--- src/rtl/ariane_pkg.sv ---
// Shared frontend types: branch prediction metadata, fetch exceptions and the
// fetch-queue entry payload, plus the default fetch-queue depth.
package ariane_pkg;

    localparam int unsigned FETCH_QUEUE_DEPTH = 4;

    // Control-flow class attached to a predicted instruction
    typedef enum logic [1:0] {
        NoCF   = 2'd0,
        Branch = 2'd1,
        Jump   = 2'd2,
        Return = 2'd3
    } cf_t;

    typedef struct packed {
        cf_t         cf;
        logic [63:0] predict_address;
        logic        predict_taken;
        logic        valid;
    } branchpredict_sbe_t;

    typedef struct packed {
        logic [63:0] cause;
        logic [63:0] tval;
        logic        valid;
    } exception_t;

    // One buffered instruction as handed from the expander to the decoder
    typedef struct packed {
        logic [63:0]        pc;
        logic [31:0]        instruction;
        logic [15:0]        compressed_instr;
        logic               is_compressed;
        logic               is_illegal;
        branchpredict_sbe_t branch_predict;
        exception_t         ex;
    } fetch_entry_t;

endpackage

--- src/rtl/fetch_instr_queue_fifo_ctrl.sv ---
// Circular-buffer bookkeeping for the fetch queue: read/write pointers,
// occupancy counter and full/empty flags. Flush and reset both empty it.
// Ports:
//   clk, rst            clock, synchronous active-high reset
//   flush_i             drop all entries at the next edge (wins over push/pop)
//   push_i, pop_i       accepted handshakes from the owner
//   full_c, empty_c     combinational status from registered count
//   wptr_o, rptr_o      registered pointers into storage
//   count_o             registered occupancy 0..DEPTH
module fifo_ctrl #(
    parameter  int unsigned DEPTH = 4,
    localparam int unsigned PTR_W = $clog2(DEPTH),
    localparam int unsigned CNT_W = $clog2(DEPTH) + 1
) (
    input  logic             clk,
    input  logic             rst,
    input  logic             flush_i,
    input  logic             push_i,
    input  logic             pop_i,
    output logic             full_c,
    output logic             empty_c,
    output logic [PTR_W-1:0] wptr_o,
    output logic [PTR_W-1:0] rptr_o,
    output logic [CNT_W-1:0] count_o
);

    logic [PTR_W-1:0] wptr_q;
    logic [PTR_W-1:0] rptr_q;
    logic [CNT_W-1:0] count_q;

    // Pointers wrap naturally at DEPTH because DEPTH is a power of two
    always_ff @(posedge clk) begin
        if (rst || flush_i) begin
            wptr_q  <= '0;
            rptr_q  <= '0;
            count_q <= '0;
        end else begin
            if (push_i) wptr_q <= wptr_q + PTR_W'(1);
            if (pop_i)  rptr_q <= rptr_q + PTR_W'(1);
            case ({push_i, pop_i})
                2'b10:   count_q <= count_q + CNT_W'(1);
                2'b01:   count_q <= count_q - CNT_W'(1);
                default: count_q <= count_q;
            endcase
        end
    end

    assign full_c  = (count_q == CNT_W'(DEPTH));
    assign empty_c = (count_q == '0);
    assign wptr_o  = wptr_q;
    assign rptr_o  = rptr_q;
    assign count_o = count_q;

endmodule

--- src/rtl/fetch_instr_queue.sv ---
// Elastic FIFO between the instruction realigner/expander and the decoder.
// Holds the entry storage and field packing; pointer/count control lives in
// fifo_ctrl. Output fields are a combinational view of the head entry.
// Ports:
//   clk, rst                  clock, synchronous active-high reset
//   flush_i                   discard all entries (mispredict / redirect)
//   in_valid_i / in_ready_o   upstream handshake; in_* entry fields
//   out_valid_o / out_ready_i downstream handshake; out_* head entry fields
//   count_o                   current occupancy 0..DEPTH
module fetch_instr_queue
    import ariane_pkg::*;
#(
    parameter  int unsigned DEPTH = FETCH_QUEUE_DEPTH,
    localparam int unsigned PTR_W = $clog2(DEPTH),
    localparam int unsigned CNT_W = $clog2(DEPTH) + 1
) (
    input  logic               clk,
    input  logic               rst,
    input  logic               flush_i,

    input  logic               in_valid_i,
    output logic               in_ready_o,
    input  logic [63:0]        in_pc_i,
    input  logic [31:0]        in_instruction_i,
    input  logic [15:0]        in_compressed_instr_i,
    input  logic               in_is_compressed_i,
    input  logic               in_is_illegal_i,
    input  branchpredict_sbe_t in_branch_predict_i,
    input  exception_t         in_ex_i,

    output logic               out_valid_o,
    input  logic               out_ready_i,
    output logic [63:0]        out_pc_o,
    output logic [31:0]        out_instruction_o,
    output logic [15:0]        out_compressed_instr_o,
    output logic               out_is_compressed_o,
    output logic               out_is_illegal_o,
    output branchpredict_sbe_t out_branch_predict_o,
    output exception_t         out_ex_o,

    output logic [CNT_W-1:0]   count_o
);

    fetch_entry_t     mem_q [DEPTH];
    fetch_entry_t     in_entry;
    fetch_entry_t     head;
    logic             full_c;
    logic             empty_c;
    logic             push;
    logic             pop;
    logic [PTR_W-1:0] wptr;
    logic [PTR_W-1:0] rptr;

    // Handshakes depend only on registered state, never on out_ready_i
    assign in_ready_o  = !full_c && !rst;
    assign out_valid_o = !empty_c;
    assign push        = in_valid_i && in_ready_o;
    assign pop         = out_valid_o && out_ready_i;

    fifo_ctrl #(
        .DEPTH (DEPTH)
    ) u_ctrl (
        .clk     (clk),
        .rst     (rst),
        .flush_i (flush_i),
        .push_i  (push),
        .pop_i   (pop),
        .full_c  (full_c),
        .empty_c (empty_c),
        .wptr_o  (wptr),
        .rptr_o  (rptr),
        .count_o (count_o)
    );

    always_comb begin
        in_entry                  = '0;
        in_entry.pc               = in_pc_i;
        in_entry.instruction      = in_instruction_i;
        in_entry.compressed_instr = in_compressed_instr_i;
        in_entry.is_compressed    = in_is_compressed_i;
        in_entry.is_illegal       = in_is_illegal_i;
        in_entry.branch_predict   = in_branch_predict_i;
        in_entry.ex               = in_ex_i;
    end

    // Storage: cleared on reset; a beat accepted during flush is dropped
    always_ff @(posedge clk) begin
        if (rst) begin
            for (int i = 0; i < int'(DEPTH); i++) begin
                mem_q[i] <= '0;
            end
        end else if (push && !flush_i) begin
            mem_q[wptr] <= in_entry;
        end
    end

    assign head                   = mem_q[rptr];
    assign out_pc_o               = head.pc;
    assign out_instruction_o      = head.instruction;
    assign out_compressed_instr_o = head.compressed_instr;
    assign out_is_compressed_o    = head.is_compressed;
    assign out_is_illegal_o       = head.is_illegal;
    assign out_branch_predict_o   = head.branch_predict;
    assign out_ex_o               = head.ex;

    // Protocol and occupancy invariants
    a_count_bound : assert property (@(posedge clk) count_o <= CNT_W'(DEPTH));
    a_no_push_full : assert property (@(posedge clk) disable iff (rst) !(push && full_c));
    a_no_pop_empty : assert property (@(posedge clk) disable iff (rst) !(pop && empty_c));
    a_head_stable : assert property (@(posedge clk) disable iff (rst)
        (out_valid_o && !out_ready_i && !flush_i) |=> $stable(head));

endmodule

--- config.mk ---
export PLATFORM = sky130hd
export DESIGN_NAME = fetch_instr_queue
export DESIGN_NICKNAME = d
export VERILOG_FILES = /design/src/rtl/ariane_pkg.sv /design/src/rtl/fetch_instr_queue_fifo_ctrl.sv /design/src/rtl/fetch_instr_queue.sv
export SDC_FILE = /design/constraint.sdc
export NUM_CORES = 1
export LEC_CHECK = 0
export CAP_MARGIN = 10
export CORE_MARGIN = 2
export CORE_UTILIZATION = 50
export DETAILED_ROUTE_END_ITERATION = 12
export PLACE_DENSITY_LB_ADDON = 0.12
export SKIP_LAST_GASP = 1
export SLEW_MARGIN = 20
export SYNTH_ARGS = -nofsm -noshare
export SYNTH_HDL_FRONTEND = slang
export SYNTH_HIERARCHICAL = 1
export SYNTH_SLANG_ARGS = --single-unit
--- constraint.sdc ---
create_clock -name clk -period 29.1 [get_ports clk]
set_clock_uncertainty 0.15 [all_clocks]
set_input_delay 5.82 -clock clk [delete_from_list [all_inputs] [get_ports clk]]
set_output_delay 5.82 -clock clk [all_outputs]
set_load 0.03 [all_outputs]
==> metrics list <==
- Critical path start-end classification: in -> out
- Clock H-tree levels: 4
* Num Clock Sinks: ~1,300
- Shortest clock period the worst path allows after layout: around 13,000 ps
- Filler cell count: approximately 8,500
- Most frequent cell on the critical path: sky130_fd_sc_hd__clkdlybuf4s50_1
- Setup_tns: 0 ps
* Share of the synthesized area in the top cell type: 0.674
* Maximum clock rate: between 70 and 80 MHz
- Once the clock tree was built, the resizer swapped 0 gates to a different size.
- Max IR drop VDD: 0.0436 mV
- Of the synthesized area, sequential elements account for 0.676.
- Slowest stage cell, crit path: sky130_fd_sc_hd__clkdlybuf4s50_1
- Max-slew violation total from the final report: 0
- STA classifies the critical path startpoint as a primary input.
* Clock Path Buffers: 3
- Hold WC Path Type: reg -> reg
- sky130_fd_sc_hd__edfxtp_1 takes more of the synthesized area than any other cell.
- Post-CTS repair timing setup buffer count: 0
- Hold_buf cts: 0
* Clock insertion delay at the later pin of the skew report: between 700 and 800 ps
* Drt first-iter violations: 2,302
- Final core utilization: 0.603
- For this run, the total global-route usage over all layers was measured as 0.238.
- Clock slew at the register clock pins of the worst setup and hold paths: 60 ps
- After detailed routing, the average wire length per cell comes to between 20 and 25 µm.
- Die outline width: 337 µm
- Wire length of the first global-routing pass: 201,000 µm
- Power density over cell area: approximately 61 nW/µm²
- Total count of hold-check failures in the final report: 0
* Synth Instances: roughly 3,500
* Number of detailed-route iterations in the first pass: 5
- Using the TritonRoute via totals, the vias-per-cell ratio works out to 5.58.
- Area Overhead vs Synth: 20.1%
- The die is 337 µm tall.
- Setup repair after global routing missed its margin: no
- At the end of routability-driven placement, the weighted congestion stood at approximately 0.76.
- Total leakage power: ~0.022 µW
* Crit path max-delay family: buffers and inverters
* Post-Synthesis Net Count: between 3,000 and 4,000
* Post-detailed-route DRC marker count: 0
- For the pin with the worst max-slew slack, the measured transition is between 1000 and 1500 ps.
- The worst hold path was traced through 2 stages.
* Final-stage net count: 4,300
- Detailed routing inserted a total of 31,100 vias.
* Cell Chain, Critical Path: clkdlybuf4s50_1 > nor2_1 > clkdlybuf4s50_1
- The number of buffers and inverters on the critical path is 2.
- Row cnt: 122
- Total Routed Length: 135,000 µm
- Result of the run: finished, final reports clean
- Setup violation total in the final timing report: 0
* Floorplan Core Area: 110,000 µm²
- Unique cell type count in the Yosys netlist: 26
- Crit-path max cell delay: between 700 and 800 ps
- Cell at the root of the clock tree: sky130_fd_sc_hd__clkbuf_16
* Antenna Violating Nets Remaining: 0
- STA puts the critical path data required time at ~23,000 ps.
- MaxCap Viol Count: 0
- Sum of overflow across all layers after global routing: 0
- Avg Cell Area, Syn: about 16 µm²
- In this run, CTS created clock tree buffers numbering between 100 and 150.
* Count of buffers inserted at the top-level ports: ~630
- Counting cells, the worst reg-to-reg path comes to 7.
- Maximum fanout along the worst path: 7
- Area of the die: 114,000 µm²
- STA puts the critical path data arrival time at 7390 ps.
- Number of warnings reported in the yosys synthesis log: 6
* Total stage count of the critical path: 3
- STA classifies the critical path endpoint as an output pin.
- TritonCTS clock tree: built
* Layout cell share with drive strength beyond 1: 0.234
- Leading cell types by total area after synthesis: sky130_fd_sc_hd__edfxtp_1 (67%), sky130_fd_sc_hd__mux4_2 (13%), sky130_fd_sc_hd__nor3_2 (7.3%), sky130_fd_sc_hd__nor3_1 (4.8%), sky130_fd_sc_hd__nor2_1 (2.2%)
- Number of I/O pins: ~630
- The wire-length estimate of the detail-placed layout is just under 80,000 µm.
* Vias in the first global route: roughly 32,000
- Initial antenna violation count: 26
- Total of flip-flops plus latches after synthesis: approximately 1,300
- The cell area that synthesis handed to floorplanning was 55,500 µm².
* Share of the cycle needed by the critical path after routing: 0.459
* Slew margin rel.: 0.108
- Starting utilization of the core area: 0.503
- Pin count of the biggest net entering global routing: between 200 and 250
-- cell usage after synthesis, drive strengths merged --
library cell and instances:
nand2 3, buf 204, xor2 4, xnor2 2
ha 1, inv 316, dfxtp 7, o21ai 1
or4b 1, a21oi 2, nor2b 1, fa 1
clkbuf 111, edfxtp 1244, o21bai 4, and3 1
nand2b 2, or3 1, mux4 311, nor2 319
or2 2, nor3 934, and2 1
-- cell families after synthesis --
family | Yosys count | share of synthesized area
AOI/OAI and AO/OA | 7 | 0.000812
xor gates and xnor gates | 6 | 0.000948
adders and majority gates | 2 | 0.000587
buffers and inverters | 631 | 0.0515
DFF | 1251 | 0.676
muxes | 311 | 0.126
and+or+nand+nor | 1265 | 0.144
-- state kept, by name, indices dropped and copies added, names as in the netlist --
name and flops:
mem_q 1244, u_ctrl/rptr_o 2, u_ctrl/wptr_o 2, u_ctrl/count_o 3
-- cells in the final DEF (no fill, tap or decap), drive strengths merged, types with 2 or more instances in the layout --
cell type      Yosys  final
nor3             934    934
clkdlybuf4s50      0    631
o21bai             4      4
edfxtp          1244   1244
dfxtp              7      7
clkbuf           111    174
nand2              3      3
a21oi              2      2
clkinv             0     49
nand2b             2      2
xnor2              2      2
inv              316    320
clkinvlp           0      2
nor2             319    319
diode              0     10
mux4             311    311
buf              204     58
xor2               4      4
bufinv             0      3
or2                2      2
-- where the power goes --
group	internal [µW]	switching, µW
Combinational	147	242
Sequential	2060	19.6
Clock	900	675
-- per-layer routing --
metal	share of wire	GRT usage
met4	0.029	0.0799
met1	0.40	0.317
met5	0.0016	0
met3	0.081	0.0721
met2	0.48	0.374
-- cell type report --
type                       count  area (µm²)  area share
antenna                       10        25.0    0.000376
clock buffer                 174        3630      0.0545
clock inverter                58         352     0.00528
inverter                     316        1190      0.0178
multi-input combinational   1591       15200       0.228
sequential                  1251       37500       0.563
tap                         1488        1860      0.0280
timing repair buffer         689        6860       0.103
-- metrics by stage --
stage / total power [µW] / instances / area [µm²] / worst slack [ps] / hold slack (ps)
after floorplan: 2390 / 3473 / 55500 / 6770 / 327
after global placement: 2510 / 5334 / 62600 / 15680 / 362
after detailed placement: 2520 / 5334 / 62600 / 15710 / 356
after CTS: 4090 / 5566 / 66500 / 15700 / 368
after global routing: 4180 / 5575 / 66600 / 15650 / 427
final: 4050 / 5577 / 66600 / 15740 / 367
-- worst paths after layout --
| path | to | slack (ps) | from |
|---|---|---|---|
| min reg2reg | u_ctrl/count_o[2] | 370 | u_ctrl/count_o[2] |
| min | u_ctrl/count_o[2] | 370 | u_ctrl/count_o[2] |
| max reg2reg | mem_q[1][51] | 23870 | u_ctrl/count_o[0] |
| max | in_ready_o | 15740 | rst |
-- worst reg2reg max path: stages, from the launching register on --
cell and delay (ps):
sky130_fd_sc_hd__dfxtp_1 430, sky130_fd_sc_hd__inv_1 110, sky130_fd_sc_hd__and3_1 170, sky130_fd_sc_hd__or4b_4 820
sky130_fd_sc_hd__o21bai_4 760, sky130_fd_sc_hd__buf_4 800, sky130_fd_sc_hd__buf_4 840, sky130_fd_sc_hd__buf_4 740
Note: power is estimated with default switching activity, not from simulation.
